==> config.mk <==
export PLATFORM = sky130hd
export DESIGN_NAME = store_sequencer
export DESIGN_NICKNAME = d
export VERILOG_FILES = /design/src/rtl/store_sequencer.sv
export SDC_FILE = /design/constraint.sdc
export NUM_CORES = 1
export LEC_CHECK = 0
export BUFFER_PORTS_ARGS = -buffer_cell sky130_fd_sc_hd__buf_2
export CAP_MARGIN = 40
export CORE_MARGIN = 2
export CORE_UTILIZATION = 50
export DETAILED_ROUTE_END_ITERATION = 8
export HOLD_SLACK_MARGIN = 0.15
export PLACE_DENSITY_LB_ADDON = 0.12
export SLEW_MARGIN = 20
export SYNTH_ARGS = -nofsm -noshare
export SYNTH_HDL_FRONTEND = slang
export SYNTH_SLANG_ARGS = --single-unit
==> constraint.sdc <==
create_clock -name clk -period 3 [get_ports clk]
set_input_delay 0.45 -clock clk [delete_from_list [all_inputs] [get_ports clk]]
set_output_delay 0.45 -clock clk [all_outputs]
set_load 0.05 [all_outputs]
==> src/rtl/store_sequencer.sv <==
// Sequences SB/SH/SW stores onto a single shared DMEM write port: lane alignment,
// byte-mask generation, and splitting of word-crossing stores into two aligned writes.
module store_sequencer #(
    parameter int ADDR_W           = 14,
    parameter bit SPLIT_MISALIGNED = 1'b1
) (
    input  logic              clk,
    input  logic              rst_n,
    input  logic              req_valid,
    output logic              req_ready,
    input  logic [31:0]       req_addr,
    input  logic [31:0]       req_data,
    input  logic [2:0]        req_funct3,
    input  logic              dmem_gnt,
    output logic [3:0]        dmem_we,
    output logic [ADDR_W-1:0] dmem_addr,
    output logic [31:0]       dmem_din,
    output logic              st_done,
    output logic              st_err,
    output logic              busy
);

    typedef enum logic [1:0] {IDLE, WR_LO, WR_HI, RESP} state_t;

    state_t      state_q;
    logic        split_q;
    logic [31:0] data_q;
    logic [1:0]  off_q;
    logic [2:0]  size_q;

    logic [1:0]  off_d;
    logic [2:0]  size_d;
    logic        illegal_d;
    logic        split_d;
    logic        accept;

    // Byte-address bits above the DMEM word range are intentionally ignored.
    logic unused_addr_hi;
    assign unused_addr_hi = ^req_addr[31:ADDR_W+2];

    function automatic logic [3:0] lo_mask(input logic [1:0] o, input logic [2:0] n);
        logic [3:0] m;
        for (int i = 0; i < 4; i++) begin
            m[i] = (i >= int'(o)) && (i < int'(o) + int'(n));
        end
        return m;
    endfunction

    function automatic logic [3:0] hi_mask(input logic [1:0] o, input logic [2:0] n);
        logic [3:0] m;
        for (int i = 0; i < 4; i++) begin
            m[i] = (i < int'(o) + int'(n) - 4);
        end
        return m;
    endfunction

    function automatic logic [31:0] lo_lanes(input logic [31:0] d, input logic [1:0] o);
        return d << {o, 3'b000};
    endfunction

    function automatic logic [31:0] hi_lanes(input logic [31:0] d, input logic [1:0] o);
        return d >> (6'd32 - {1'b0, o, 3'b000});
    endfunction

    always_comb begin
        off_d     = req_addr[1:0];
        size_d    = 3'd1;
        illegal_d = 1'b0;
        case (req_funct3)
            3'b000:  size_d = 3'd1;
            3'b001:  size_d = 3'd2;
            3'b010:  size_d = 3'd4;
            default: illegal_d = 1'b1;
        endcase
        split_d = ({1'b0, off_d} + size_d) > 3'd4;
        accept  = req_valid && req_ready && (state_q == IDLE);
    end

    // Request payload is only meaningful after an accept, so it carries no reset.
    always_ff @(posedge clk) begin
        if (accept) begin
            data_q <= req_data;
            off_q  <= off_d;
            size_q <= size_d;
        end
    end

    always_ff @(posedge clk) begin
        if (!rst_n) begin
            state_q   <= IDLE;
            split_q   <= 1'b0;
            req_ready <= 1'b0;
            busy      <= 1'b0;
            dmem_we   <= '0;
            dmem_addr <= '0;
            dmem_din  <= '0;
            st_done   <= 1'b0;
            st_err    <= 1'b0;
        end else begin
            case (state_q)
                IDLE: begin
                    st_done <= 1'b0;
                    st_err  <= 1'b0;
                    if (accept) begin
                        req_ready <= 1'b0;
                        busy      <= 1'b1;
                        split_q   <= split_d;
                        if (illegal_d || (split_d && !SPLIT_MISALIGNED)) begin
                            state_q <= RESP;
                            st_err  <= 1'b1;
                        end else begin
                            state_q   <= WR_LO;
                            dmem_we   <= lo_mask(off_d, size_d);
                            dmem_addr <= req_addr[ADDR_W+1:2];
                            dmem_din  <= lo_lanes(req_data, off_d);
                        end
                    end else begin
                        req_ready <= 1'b1;
                    end
                end
                WR_LO: begin
                    if (dmem_gnt) begin
                        if (split_q) begin
                            state_q   <= WR_HI;
                            dmem_we   <= hi_mask(off_q, size_q);
                            dmem_addr <= dmem_addr + ADDR_W'(1);
                            dmem_din  <= hi_lanes(data_q, off_q);
                        end else begin
                            state_q <= RESP;
                            dmem_we <= '0;
                            st_done <= 1'b1;
                        end
                    end
                end
                WR_HI: begin
                    if (dmem_gnt) begin
                        state_q <= RESP;
                        dmem_we <= '0;
                        st_done <= 1'b1;
                    end
                end
                RESP: begin
                    state_q   <= IDLE;
                    st_done   <= 1'b0;
                    st_err    <= 1'b0;
                    req_ready <= 1'b1;
                    busy      <= 1'b0;
                end
                default: state_q <= IDLE;
            endcase
        end
    end

endmodule

==> results of run 1 <==
[power breakdown]
part	leakage (nW)	switching, W	internal (W)	total, W
Clock	0.111	0.000477	0.000476	0.000954
Combinational	1.55	0.00240	0.00105	0.00345
Sequential	0.808	0.000266	0.00172	0.00198
[flip-flops by register name, summed over array words and instances, names as in the netlist]
signal and count:
data_q 32, dmem_din 32, dmem_addr 14, dmem_we 4
size_q 3, off_q 2, state_q 2, busy 1
req_ready 1, split_q 1, st_done 1, st_err 1
[cells in the final DEF, fill, tap and decap left out, types with 3 or more instances in the layout]
cell type	synthesis	routed
dfxtp_1	57	57
mux4_2	8	8
a22oi_1	11	11
a211o_1	3	3
a31o_2	3	3
a211oi_1	27	27
o221a_2	10	10
o31ai_1	4	4
nand4_1	3	3
mux2_2	24	24
o21ai_0	14	14
a31oi_1	9	9
a2bb2oi_1	10	10
a211oi_2	3	3
nand3_1	9	9
nor2_1	29	29
edfxtp_1	37	37
buf_4	4	18
buf_2	19	108
o41ai_1	3	3
inv_1	13	13
ha_1	13	13
a221oi_1	7	7
a222oi_1	8	8
o211ai_1	10	10
nor3_1	5	5
clkbuf_8	1	9
nor2b_1	6	6
nand2_1	21	21
a21oi_1	35	35
mux2i_1	17	17
[logic make-up after synthesis]
| kind of cell | share of synthesized area [%] |
|---|---|
| AOI/OAI and AO/OA | 26.1 |
| xor gates and xnor gates | 0.167 |
| adders and majority gates | 3.86 |
| buffers and inverters | 5.22 |
| DFF | 42.9 |
| muxes | 11.8 |
| and+or+nand+nor | 9.92 |
[critical path, delay by kind of cell, from the launching register on]
| kind | cells | cell delay [ns] |
|---|---|---|
| AO/OA/AOI/OAI | 2 | 0.61 |
| AND/OR/NAND/NOR | 2 | 0.93 |
| adder cells (fa/ha/maj) | 1 | 0.21 |
| flip-flops | 1 | 0.36 |
| buffers and inverters | 2 | 0.44 |
[routing by layer]
| layer | part of all wire (%) | GRT usage [%] | vias to the layer above |
|---|---|---|---|
| li1 | - | - | 2152 |
| met1 | 46 | 36.9 | 2202 |
| met2 | 46 | 39.1 | 190 |
| met3 | 6.4 | 2.94 | 18 |
| met4 | 1.4 | 7.98 | 0 |
| met5 | 0 | 0 | - |
[layout make-up]
type,count,area (um2),share of cell area (%)
timing repair buffer,127,696,11.4
clock inverter,6,91.3,1.49
sequential,94,2250,36.8
tap,136,170,2.78
multi-input combinational,342,2730,44.6
inverter,13,48.8,0.798
clock buffer,10,128,2.09
[per-stage QoR]
stage	util (%)	cell area [um2]
2_1_floorplan	-	5250
3_3_place_gp	57.4	5890
3_5_place_dp	57.4	5890
4_1_cts	59.5	6110
5_1_grt	59.5	6110
6_report	59.5	6110
[worst paths after layout]
| kind | slack, ns | endpoint | startpoint |
|---|---|---|---|
| worst max-delay path | 0.35 | dmem_din[12]$_SDFFE_PN0P_ | state_q[1]$_SDFFE_PN0P_ |
| worst min-delay path | 0.26 | data_q[24]$_DFFE_PP_ | req_data[24] |
| worst max register to register | 0.35 | dmem_din[12]$_SDFFE_PN0P_ | state_q[1]$_SDFFE_PN0P_ |
| worst min register to register | 0.46 | st_done$_SDFFE_PN0P_ | st_done$_SDFFE_PN0P_ |
==> flow_metrics.py, run 1 <==
metrics = {
    "timing": {
        "hold_viol": 0,
        "setup_viol": 0,
        "hold_ws_ns": 0.255,
        "finalSetupTns_ns": 0,
        "clock_skew_ns": 0.0166,
        "slew_headroom_pct": 49.3,
        "fin_crit_ns": 2.65,
        "worst_pin_slew_ns": 0.757,
        "fmax_mhz": 378,
        "slew_violations": 0,
        "worst_slack_ns": 0.352,
        "rsz0062_at_grt": "no",
        "period_share_pct": 88.3,
    },
    "cts": {
        "cts_tree": "built",
        "clkTransAtPathRegs_ns": 0.10,
        "cts_root_buf": "clkbuf_8",
        "h-tree-depth": 3,
        "cts_made_buffers": 9,
        "cts_setup_buffers": 0,
        "cts_resized": 0,
        "holdBufCountCts": 0,
        "cts.sinks": 94,
        "clockBufferDepth": 2,
        "clock_latency_ns": 0.38,
    },
    "global_routing": {
        "track_usage_pct": 25.2,
        "grt_pass1_vias": 4177,
        "antenna_found_initial": 0,
        "grt_first_pass_wirelength_um": 22300,
        "grt_overflow": 0,
        "grt_start_max_net_pins": 39,
    },
    "placement": {
        "gp_congestion": 0.836,
        "dp_hpwl_um": 9910,
        "dpl.cell_count": 712,
        "post-place-ws_ns": 0.430,
        "io_buffers": 108,
    },
    "worst_setup_path": {
        "worst_setup_path_start_kind": "register",
        "crit_slowest_cell": "nor2_1",
        "critPathKind": "register to register",
        "required_ns": 3.30,
        "worstPathArrival_ns": 2.94,
        "slowest_delay_ns": 0.64,
        "crit_chain": "inv_1 > ha_1 > buf_4 > nand3b_2 > nor2_1 > a222oi_1 > a211oi_1",
        "rr_worst_depth": 7,
        "worst-path-max-fanout": 24,
        "end_kind": "register",
    },
    "routing": {
        "wl_um": 14300,
        "drc": 0,
        "ant_nets": 0,
        "routedWlPerCell_um": 19.6,
        "dr.first_iter.drc_count": 320,
        "vias": 4562,
        "dr.pass1.iters": 5,
        "via_per_inst": 6.27,
    },
    "hold_path": {
        "holdPathStages": 1,
        "worst_hold_path_type": "input port to register",
    },
    "floorplan": {
        "rows": 37,
        "core-area_um2": 10300,
        "die_w_um": 106,
        "ios": 125,
        "die-area_um2": 11300,
        "die_y_um": 106,
        "start_util_pct": 51.0,
    },
    "final_layout": {
        "fin_nets": 673,
        "n_fill_cell": 939,
        "drive_gt1_share_pct": 34.5,
        "area_delta_synth_final_pct": 16.5,
        "num_antenna_cells": 0,
        "final-instance-count-excl-fill": 728,
    },
    "pwr": {
        "ir_drop_mv": 0.536,
        "power_w": 0.00639,
        "p_per_area_nw_per_um2": 1050,
        "power_leakage_nw": 2.47,
    },
    "logic_synthesis": {
        "synth_top_area_cell": "dfxtp_1",
        "synth_nets": 574,
        "synth_common_cells": "dfxtp_1 (57), edfxtp_1 (37), a21oi_1 (35)",
        "synthCells": 488,
        "ys_seq_elements": 94,
        "synth_edf_count": 37,
        "ys_seq_area_share_pct": 42.9,
        "syn_area_um2": 5250,
        "ys.flop_type": "dfxtp_1",
        "synth_cell_type_count": 74,
        "ys.warnings.count": 0,
        "yosysMostFrequentCell": "dfxtp_1",
        "synth-async-reset-ratio_pct": 0,
        "synth_top_area_share_pct": 21.8,
        "synth_area_per_cell_um2": 10.8,
        "ys_top_cells_by_area": "dfxtp_1 (22%), edfxtp_1 (21%), mux2_2 (5.2%)",
    },
    "status": {
        "outcome": "completed",
    },
    "flow_run": {
        "drv_cap": 0,
    },
}
(Power assumes the default switching activity.)
==> run 2: changes to the inputs <==
Settings changed: ABC_AREA set to 1, CORE_UTILIZATION 50 to 54, MAX_ROUTING_LAYER set to met4.
==> flow_metrics.py, run 2 <==
metrics = {
    "floorplan": {
        "die_w_um": 102,
        "ios": 125,
        "die_y_um": 102,
        "rows": 35,
        "die-area_um2": 10400,
        "core-area_um2": 9280,
        "start_util_pct": 55.8,
    },
    "cts": {
        "clockBufferDepth": 2,
        "clkTransAtPathRegs_ns": 0.09,
        "cts.sinks": 94,
        "cts_setup_buffers": 0,
        "cts_made_buffers": 9,
        "h-tree-depth": 3,
        "cts_tree": "built",
        "cts_resized": 0,
        "clock_latency_ns": 0.36,
        "holdBufCountCts": 0,
        "cts_root_buf": "clkbuf_8",
    },
    "routing": {
        "drc": 0,
        "routedWlPerCell_um": 15.3,
        "via_per_inst": 5.53,
        "vias": 5172,
        "dr.pass1.iters": 5,
        "ant_nets": 0,
        "dr.first_iter.drc_count": 331,
        "wl_um": 14300,
    },
    "worst_setup_path": {
        "worstPathArrival_ns": 2.57,
        "end_kind": "register",
        "critPathKind": "register to register",
        "required_ns": 3.25,
        "worst_setup_path_start_kind": "register",
        "worst-path-max-fanout": 47,
    },
    "logic_synthesis": {
        "synth_common_cells": "nand2_1 (178), nor2_1 (91), o21ai_0 (70)",
        "synth_top_area_share_pct": 22.0,
        "yosysMostFrequentCell": "nand2_1",
        "ys.warnings.count": 0,
        "ys.flop_type": "dfxtp_1",
        "synth_top_area_cell": "dfxtp_1",
        "ys_top_cells_by_area": "dfxtp_1 (22%), edfxtp_1 (21%), nand2_1 (13%)",
        "synth_nets": 793,
        "ys_seq_elements": 94,
        "syn_area_um2": 5180,
        "synth_cell_type_count": 32,
        "ys_seq_area_share_pct": 43.5,
        "synth_area_per_cell_um2": 7.33,
        "synth_edf_count": 37,
        "synthCells": 707,
        "synth-async-reset-ratio_pct": 0,
    },
    "timing": {
        "worst_pin_slew_ns": 0.753,
        "slew_headroom_pct": 49.8,
        "rsz0062_at_grt": "no",
        "hold_viol": 0,
        "finalSetupTns_ns": 0,
        "fmax_mhz": 431,
        "worst_slack_ns": 0.681,
        "clock_skew_ns": 0.0127,
        "setup_viol": 0,
        "period_share_pct": 77.3,
        "fin_crit_ns": 2.32,
        "slew_violations": 0,
    },
    "final_layout": {
        "num_antenna_cells": 0,
        "fin_nets": 887,
        "top_regs": "data_q (32), dmem_din (32), dmem_addr (14)",
        "n_fill_cell": 864,
        "drive_gt1_share_pct": 19.9,
        "layout_common_cells": "nand2_1 (178), buf_2 (108), nor2_1 (91)",
        "layout_commonest_cell": "nand2_1",
        "area_delta_synth_final_pct": 15.7,
        "seqCellArea_um2": 2250,
        "finish.utilization_pct": 64.6,
        "multi_input_area_um2": 2520,
    },
    "global_routing": {
        "grt_overflow": 0,
        "antenna_found_initial": 0,
        "grt_first_pass_wirelength_um": 22100,
        "track_usage_pct": 28.2,
        "grt_start_max_net_pins": 48,
        "grt_pass1_vias": 4592,
    },
    "pwr": {
        "p_per_area_nw_per_um2": 997,
        "ir_drop_mv": 0.818,
        "power_leakage_nw": 2.73,
    },
    "status": {
        "outcome": "completed",
    },
    "placement": {
        "io_buffers": 108,
        "post-place-ws_ns": 0.553,
        "dp_hpwl_um": 9860,
        "gp_congestion": 0.893,
    },
    "hold_path": {
        "worst_hold_path_type": "input port to register",
    },
    "flow_run": {
        "drv_cap": 0,
    },
}
run 2: changes by cell type after synthesis, sizes merged, moves of 11 or more:
cell    previous run  this run
or2                2        15
o221a             11         0
o21ai             16        83
a21oi             35        51
nand3             10        34
mux2i             17         0
mux2              24         0
nand2             21       178
a211oi            30         0
inv               13        58
nor2              31        96
run 2: final timing paths:
check / from / endpoint / slack, ns / depth (start not counted)
worst max register to register: state_q[1]$_SDFFE_PN0P_ / dmem_din[28]$_SDFFE_PN0P_ / 0.68 / 10
worst max-delay path: state_q[1]$_SDFFE_PN0P_ / dmem_din[28]$_SDFFE_PN0P_ / 0.68 / 10
worst min register to register: st_err$_SDFFE_PN0N_ / st_err$_SDFFE_PN0N_ / 0.46 / 2
worst min-delay path: req_data[28] / data_q[28]$_DFFE_PP_ / 0.28 / 1
run 2: layout make-up:
cell class	instances	area share, %
inverters	58	3.63
clock buffers	14	3.07
clock inverters	2	0.229
repair buffers	121	10.8
multi-input cells	517	42.0
flip-flops and latches	94	37.5
well taps	129	2.69
run 2: kinds of logic after synthesis:
kind of cell | share of synthesized area [%]
simple gates | 26.4
compound gates | 18.3
fa+ha+maj | 3.91
flops | 43.5
buf+inv | 7.94
run 2: routing by layer:
metal / share of wire (%) / vias to the layer above / global-route usage (%)
met4: 2.2 / 0 / 9.33
met1: 42 / 2389 / 37.0
met2: 48 / 226 / 46.0
li1: - / 2532 / -
met3: 8.3 / 25 / 3.15
met5: 0 / - / -
run 2: critical path: stages (launching register included):
cell and delay, ns:
dfxtp_1 0.40, inv_1 0.11, ha_1 0.22, buf_4 0.21, o22ai_2 0.23, inv_2 0.06
nor2_4 0.36, buf_12 0.27, o21ai_0 0.13, nor2_1 0.16, nor2_1 0.06
run 2: power by group:
| part | leakage, nW | switching [W] | internal, W |
|---|---|---|---|
| sequential | 0.807 | 0.000259 | 0.00178 |
| combinational | 1.82 | 0.00234 | 0.000761 |
| clock | 0.102 | 0.000441 | 0.000399 |
run 2: through the flow:
step / hold slack (ns) / cell area, um2 / std cells / power (W)
2_1_floorplan: 0.497 / 5180 / 707 / 0.00442
3_3_place_gp: 0.445 / 5800 / 919 / 0.00509
3_5_place_dp: 0.452 / 5800 / 919 / 0.00515
4_1_cts: 0.272 / 6000 / 935 / 0.00599
5_1_grt: 0.269 / 6000 / 935 / 0.00635
6_report: 0.284 / 6000 / 935 / 0.00598
